$ cat src/rtl/store_narrow_rmw.sv
`default_nettype none
// ============================================================================
// Module   : store_narrow_rmw
// Purpose  : Store unit that turns word/halfword/byte stores into full-word
//            memory writes. Aligned word stores are written directly;
//            halfword and byte stores do a read-modify-write of the
//            containing word. Misaligned or reserved-size requests are
//            rejected with a one-cycle error pulse.
// Ports    : clk          - clock, rising edge
//            rst_n        - asynchronous active-low reset
//            req          - store request valid (sampled only while idle)
//            size         - 00 word, 01 halfword, 10 byte, 11 reserved
//            addr         - byte address of the store
//            wr_data      - store data (half uses [15:0], byte uses [7:0])
//            busy         - request not accepted, hold req and operands
//            mem_addr     - word-aligned memory address (0 when idle)
//            mem_read     - one-cycle memory read strobe
//            mem_rd_data  - read data, valid the cycle after mem_read
//            mem_write    - one-cycle memory write strobe
//            mem_wr_data  - full word to write (0 when not writing)
//            byte_en      - lanes modified by this store (0 when not writing)
//            done         - one-cycle completion pulse
//            align_err    - one-cycle pulse for a rejected request
// Revision : 1.0 - initial release
// ============================================================================
module store_narrow_rmw (
   input  logic        clk,
   input  logic        rst_n,
   input  logic        req,
   input  logic [1:0]  size,
   input  logic [31:0] addr,
   input  logic [31:0] wr_data,
   output logic        busy,
   output logic [31:0] mem_addr,
   output logic        mem_read,
   input  logic [31:0] mem_rd_data,
   output logic        mem_write,
   output logic [31:0] mem_wr_data,
   output logic [3:0]  byte_en,
   output logic        done,
   output logic        align_err
);

   typedef enum logic [2:0] {
      S_IDLE  = 3'd0,
      S_READ  = 3'd1,
      S_MERGE = 3'd2,
      S_WRITE = 3'd3,
      S_DONE  = 3'd4
   } state_t;

   localparam logic [1:0] C_SIZE_WORD = 2'b00;
   localparam logic [1:0] C_SIZE_HALF = 2'b01;
   localparam logic [1:0] C_SIZE_BYTE = 2'b10;

   state_t      r_state;
   state_t      w_next;
   logic [29:0] r_word_addr;
   logic [31:0] r_data;       // replicated store data, later the merged word
   logic [3:0]  r_be;
   logic        r_align_err;

   logic        w_legal;
   logic        w_accept;
   logic        w_reject;
   logic [3:0]  w_be;
   logic [31:0] w_rep;
   logic [31:0] w_mask;
   logic [31:0] w_merged;

   // Request decode. Narrow data is replicated into every lane so that the
   // merge is a plain lane-mask select against the read word.
   always_comb begin
      w_legal = 1'b0;
      w_be    = 4'b0000;
      w_rep   = 32'h0;
      case (size)
         C_SIZE_WORD: begin
            w_legal = (addr[1:0] == 2'b00);
            w_be    = 4'b1111;
            w_rep   = wr_data;
         end
         C_SIZE_HALF: begin
            w_legal = ~addr[0];
            w_be    = addr[1] ? 4'b1100 : 4'b0011;
            w_rep   = {2{wr_data[15:0]}};
         end
         C_SIZE_BYTE: begin
            w_legal = 1'b1;
            w_be    = 4'b0001 << addr[1:0];
            w_rep   = {4{wr_data[7:0]}};
         end
         default: begin
            w_legal = 1'b0;
         end
      endcase
   end

   assign w_accept = (r_state == S_IDLE) && req && w_legal;
   assign w_reject = (r_state == S_IDLE) && req && !w_legal;

   assign w_mask   = {{8{r_be[3]}}, {8{r_be[2]}}, {8{r_be[1]}}, {8{r_be[0]}}};
   assign w_merged = (mem_rd_data & ~w_mask) | (r_data & w_mask);

   // State register and operand latches
   always_ff @(posedge clk or negedge rst_n) begin
      if (!rst_n) begin
         r_state     <= S_IDLE;
         r_word_addr <= 30'h0;
         r_data      <= 32'h0;
         r_be        <= 4'b0000;
         r_align_err <= 1'b0;
      end else begin
         r_state     <= w_next;
         r_align_err <= w_reject;
         if (w_accept) begin
            r_word_addr <= addr[31:2];
            r_data      <= w_rep;
            r_be        <= w_be;
         end else if (r_state == S_MERGE) begin
            r_data      <= w_merged;
         end
      end
   end

   // Next state and outputs
   always_comb begin
      w_next      = r_state;
      busy        = 1'b1;
      mem_read    = 1'b0;
      mem_write   = 1'b0;
      mem_wr_data = 32'h0;
      byte_en     = 4'b0000;
      done        = 1'b0;
      mem_addr    = 32'h0;
      align_err   = r_align_err;
      case (r_state)
         S_IDLE: begin
            busy = 1'b0;
            if (w_accept) begin
               // Full-word stores need no read of the old contents
               w_next = (w_be == 4'b1111) ? S_WRITE : S_READ;
            end
         end
         S_READ: begin
            mem_read = 1'b1;
            mem_addr = {r_word_addr, 2'b00};
            w_next   = S_MERGE;
         end
         S_MERGE: begin
            mem_addr = {r_word_addr, 2'b00};
            w_next   = S_WRITE;
         end
         S_WRITE: begin
            mem_write   = 1'b1;
            mem_wr_data = r_data;
            byte_en     = r_be;
            mem_addr    = {r_word_addr, 2'b00};
            w_next      = S_DONE;
         end
         S_DONE: begin
            done   = 1'b1;
            w_next = S_IDLE;
         end
         default: begin
            w_next = S_IDLE;
         end
      endcase
   end

endmodule
`default_nettype wire

$ cat config.mk
export PLATFORM = sky130hd
export DESIGN_NAME = store_narrow_rmw
export DESIGN_NICKNAME = d
export VERILOG_FILES = /design/src/rtl/store_narrow_rmw.sv
export SDC_FILE = /design/constraint.sdc
export NUM_CORES = 1
export LEC_CHECK = 0
export BUFFER_PORTS_ARGS = -buffer_cell sky130_fd_sc_hd__buf_2
export CAP_MARGIN = 20
export CORE_ASPECT_RATIO = 0.6
export CORE_MARGIN = 5
export CORE_UTILIZATION = 50
export CTS_BUF_LIST = sky130_fd_sc_hd__clkbuf_4
export DETAILED_ROUTE_END_ITERATION = 12
export PLACE_DENSITY = 0.82
export SYNTH_ARGS = -nofsm -noshare
export SYNTH_HDL_FRONTEND = slang
export SYNTH_SLANG_ARGS = --single-unit
$ cat constraint.sdc
create_clock -name clk -period 2.2 [get_ports clk]
set_input_delay 0 -clock clk [delete_from_list [all_inputs] [get_ports clk]]
set_output_delay 0 -clock clk [all_outputs]
set_load 0.005 [all_outputs]
==> results.cfg, run 1 <==
[synth]
synth_area_sq_um = 4290
synth_seq_cells = 70
synth_common_cells = dfrtp_1, and2_1, mux2i_1, mux2_4, mux2_2
syn_inst = 362
synthFlopType = dfrtp_1
postSynth.asyncResetShare_pct = 100
yosysMostFrequentCell = dfrtp_1
synth_seq_area_share_pct = 40.8
synth_edf_count = 0
yosysTopAreaCellShare_pct = 40.8
synth_area_leaders = dfrtp_1, mux2i_1, mux2_4, and2_1, mux2_2
avgSynthCellArea_sq_um = 11.9
synth_top_area_cell = dfrtp_1
synthDistinctLibCells = 38
yosys_warnings = 0

[floorplanning]
io_pins = 174
start_util_pct = 51.0
num_rows = 26
die_y_um = 81.8
fp.coreArea_sq_um = 8430
dieArea_sq_um = 10600
die_w_um = 130

[detailed_routing]
drcViolationCount = 0
vias = 3687
drt-pass1-iter-count = 4
detail-route-antenna-nets = 0
drt-total-wl_um = 12700
via_per_inst = 5.10
wl_per_cell_um = 17.5
drt-initial-drc-count = 168

[hold_path]
min_path_type = in2reg

[clock_network]
worstSkewPairLatency_ps = 420
clock-sinks = 70
clock_tree.root_cell = clkbuf_4
cts_inserted_buffers = 9
htreeDepth = 3
path_clk_slew_ps = 120
clockBufferDepth = 2
cts_tree = done

[power]
power_mw = 6.29
max-vdd-ir-drop_mv = 0.583
p_per_area_nw_per_um2 = 1020
power.leakage_nw = 3.24

[setup_path]
crit_path_max_fanout = 8
cp-start-kind = primary input
path_class = in2reg
cp.required_ps = 2550
critPathArrivalTime_ps = 2450
end_kind = register

[job]
maxCapViolations = 0

[placed_design]
place.gp.congestion = 0.870
io_buffers = 171
place_area_sq_um = 5180
dp_hpwl_um = 8700

[sta]
slew-limit-headroom_pct = 40.7
tightest_slew_ps = 889
timing.final.crit_share_pct = 95.1
finalMaxSlewViolations = 0
finClkSkew_ps = 12.6
fin_tns_setup_ps = 0
timing.final.hold_violations = 0
rsz0062_at_grt = no
report.final.setup_viol = 0
finalCriticalPeriod_ps = 2090
fmax_mhz = 478

[global_routing]
grt_antenna_before_repair = 0
grt_usage_pct = 23.8
grt_pass1_vias = 3903
grt_first_pass_wirelength_um = 19400
grt-ovfl-total = 0
grt_max_degree = 71

[final_layout]
syn_to_final_growth_pct = 44.3
final_area_sq_um = 6190
drive_gt1_share_pct = 42.6
layout.nets = 707
diodes = 0

[outcome]
status = completed
repair_timing:
action	in CTS	in global routing
buffers inserted	0	0
endpoints found under the setup margin	0	28
gates resized for setup	0	2
hold endpoints to repair	136	0
hold buffers	84	0
metrics by stage:
stage / cells / utilization [%] / hold slack [ps] / setup slack, ps
2_1_floorplan: 363 / - / -296 / 557
3_3_place_gp: 623 / 61.5 / 173 / 344
3_5_place_dp: 623 / 61.5 / 180 / 240
4_1_cts: 723 / 73.5 / 0.537 / 39.3
5_1_grt: 723 / 73.5 / 0.358 / 2.28
6_report: 723 / 73.5 / 29.8 / 108
per-layer routing:
layer / track usage, % / up-vias / share of wire (%)
li1: - / 1756 / -
met1: 30.1 / 1802 / 44
met2: 42.7 / 121 / 50
met3: 5.20 / 8 / 5.8
met4: 4.56 / 0 / 0.58
met5: 0 / - / 0
final cells by class:
class	count	area, sq um
clock buffer	9	67.6
multi-input combinational	258	2330
fill	599	2230
clock inverter	7	96.3
tap	112	140
timing repair buffer	266	1810
sequential	70	1750
inverter	1	3.75
worst paths after layout:
| kind | start | cells after the start | endpoint | slack (ps) |
|---|---|---|---|---|
| setup / recovery | addr[1] | 6 | align_err$_DFF_PN0_ | 110 |
| hold / removal | wr_data[22] | 4 | register | 30 |
| setup reg to reg | r_state[1]$_DFFE_PN0P_ | 3 | align_err$_DFF_PN0_ | 160 |
| hold reg to reg | r_word_addr[0]$_DFFE_PN0N_ | 1 | r_word_addr[0]$_DFFE_PN0N_ | 510 |
| max in group asynchronous | rst_n | 2 | r_state[0]$_DFFE_PN0P_ | 1360 |
| min in group asynchronous | rst_n | 2 | r_word_addr[8]$_DFFE_PN0N_ | 240 |
cell usage in the layout, fill, tap and decap left out, types with 3 or more instances in the layout:
cell type | netlist | layout
a2bb2oi_1 | 8 | 8
clkbuf_4 | 0 | 9
nor2b_1 | 10 | 10
nor4b_2 | 0 | 3
o31ai_1 | 5 | 5
buf_4 | 3 | 10
mux2_2 | 20 | 20
nand2_1 | 8 | 8
nor2_1 | 4 | 4
mux2_4 | 34 | 34
mux2i_1 | 64 | 64
buf_2 | 9 | 170
a21oi_1 | 10 | 10
dlygate4sd3_1 | 0 | 84
and2_1 | 67 | 67
dfrtp_1 | 70 | 69
critical path, stage by stage:
cell and delay [ps]:
dlygate4sd3_1 510, buf_2 200, or3b_1 420, dlygate4sd3_1 580
a31oi_1 150, dlygate4sd3_1 570
power breakdown:
part	internal (mW)	total [mW]	switching [mW]
sequential	1.92	2.37	0.442
clock	0.464	0.950	0.485
combinational	1.79	2.98	1.19
total	4.18	6.29	2.12
cell families after synthesis:
group           count (synthesis)  share of synthesized area (%)
compound gates                 32                           5.33
xor+xnor                        1                          0.204
buf+inv                        35                           5.62
flops                          70                           40.8
mux                           118                           32.1
other cells                     1                         0.0873
simple gates                  105                           15.9
Power figures use the tool's default switching activity.
==> run 2: changes to the inputs <==
CORE_UTILIZATION = 45   (was 50)
PLACE_DENSITY = 0.75   (was 0.82)
==> results.cfg, run 2 (same netlist as run 1, synthesis figures left out) <==
[clock_network]
cts_tree = done
clock_tree.root_cell = clkbuf_4
cts_inserted_buffers = 9
clockBufferDepth = 2
clock-sinks = 70
path_clk_slew_ps = 120
htreeDepth = 3
worstSkewPairLatency_ps = 430

[sta]
timing.final.hold_violations = 0
rsz0062_at_grt = yes
finalCriticalPeriod_ps = 2130
holdWs_ps = 40.7
tightest_slew_ps = 913
slew-limit-headroom_pct = 39.1
report.final.setup_viol = 0
finalMaxSlewViolations = 0
finClkSkew_ps = 11.9
fmax_mhz = 469
timing.final.crit_share_pct = 96.8

[floorplanning]
fp.coreArea_sq_um = 9260
die_y_um = 85.7
io_pins = 174
dieArea_sq_um = 11700
start_util_pct = 46.4
num_rows = 27
die_w_um = 136

[detailed_routing]
drt-pass1-iter-count = 4
met3_length_um = 771
wl_per_cell_um = 17.6
drt-initial-drc-count = 219
via_per_inst = 5.00
detail-route-antenna-nets = 0
vias = 3779
maxUsedRoutingLayer = met4
drt-met1-wl_um = 5950
drt-total-wl_um = 13300
wl_met2_um = 6460
drcViolationCount = 0

[global_routing]
grt_usage_pct = 23.1
grt-ovfl-total = 0
grt_first_pass_wirelength_um = 21000
grt_pass1_vias = 4059
grt_max_degree = 71
grt_antenna_before_repair = 0

[power]
clockPowerShare_pct = 14.5
seq_power_share_pct = 35.1
p_per_area_nw_per_um2 = 1030
combPwrFrac_pct = 50.4
switching_power_mw = 2.20
power.leakage_nw = 3.33
max-vdd-ir-drop_mv = 0.451
intPower_mw = 4.39
swShare_pct = 33.4

[final_layout]
mostFrequentLayoutCell = buf_2
final_cell_mix = buf_2, dlygate4sd3_1, dfrtp_1, and2_1, mux2i_1
diodes = 0
drive_gt1_share_pct = 42.8
final.fill_count = 716
layout.nets = 722
multi_input_area_sq_um = 2350
fin_util_pct = 69.0
register_area_sq_um = 1750
syn_to_final_growth_pct = 48.8

[setup_path]
path_class = reg2reg
critPathArrivalTime_ps = 2450
r2r_setup_slack_ps = 70
reg2reg_from = r_state[2]$_DFFE_PN0P_
end_kind = register
crit_path_max_fanout = 11
cp-start-kind = register
critPathLaunch = r_state[2]$_DFFE_PN0P_
cp.required_ps = 2520

[outcome]
status = completed

[placed_design]
io_buffers = 171
dp_hpwl_um = 8810
place.gp.congestion = 0.826

[hold_path]
min_path_type = in2reg
hold_start = wr_data[28]

[job]
maxCapViolations = 0
-- run 2: per-stage QoR --
step / setup WS (ps) / area [sq um] / TNS (ps) / cells / power, mW
after CTS: 15.2 / 6340 / 0 / 754 / 6.52
after global placement: 420 / 5250 / 0 / 645 / 5.15
after global routing: -19.0 / 6390 / -19.0 / 756 / 7.02
after detailed placement: 346 / 5250 / 0 / 645 / 5.28
final: 69.5 / 6390 / 0 / 756 / 6.59
after floorplan: 557 / 4300 / 0 / 363 / 4.27
-- run 2: repair_timing --
action | in CTS | in global routing
setup endpoints to repair | 0 | 37
buffers inserted | 0 | 2
gates resized for setup | 0 | 8
hold buffers | 93 | 0
endpoints found under the hold margin | 137 | 0
-- run 2: worst max-delay path: stages (launching register included) --
cell           delay (ps)
dfrtp_2               490
buf_4                 200
nor4b_2               230
buf_4                 240
mux2i_1               220
mux2i_1                90
dlygate4sd3_1         550
-- run 2: final timing paths --
kind | end | cells past startpoint
setup / recovery | register | 6
hold / removal | register | 4
setup reg to reg | register | 6
hold reg to reg | r_word_addr[3]$_DFFE_PN0N_ | 1
max in group asynchronous | r_state[2]$_DFFE_PN0P_ | 2
min in group asynchronous | r_word_addr[0]$_DFFE_PN0N_ | 2
-- run 2: power by group through the flow --
stage | sequential (mW) | clock [mW] | combinational, mW
floorplan | 2.19 | 0 | 2.08
global placement | 2.29 | 0 | 2.86
detailed placement | 2.30 | 0 | 2.97
CTS | 2.29 | 0.979 | 3.25
global route | 2.40 | 1.03 | 3.60
finish | 2.31 | 0.954 | 3.32
-- run 2: area by class of cell --
type | count | share of cell area [%]
tap | 130 | 2.55
sequential | 70 | 27.4
timing repair buffer | 281 | 30.7
inverter | 1 | 0.0587
clock buffer | 10 | 1.17
multi-input combinational | 258 | 36.7
clock inverter | 6 | 1.35
-- run 2: per-layer routing --
layer  track usage [%]  vias to the layer above
li1                  -                     1783
met2              39.2                      132
met3              5.16                       14
met5                 0                        -
met4              5.22                        0
met1              30.3                     1850
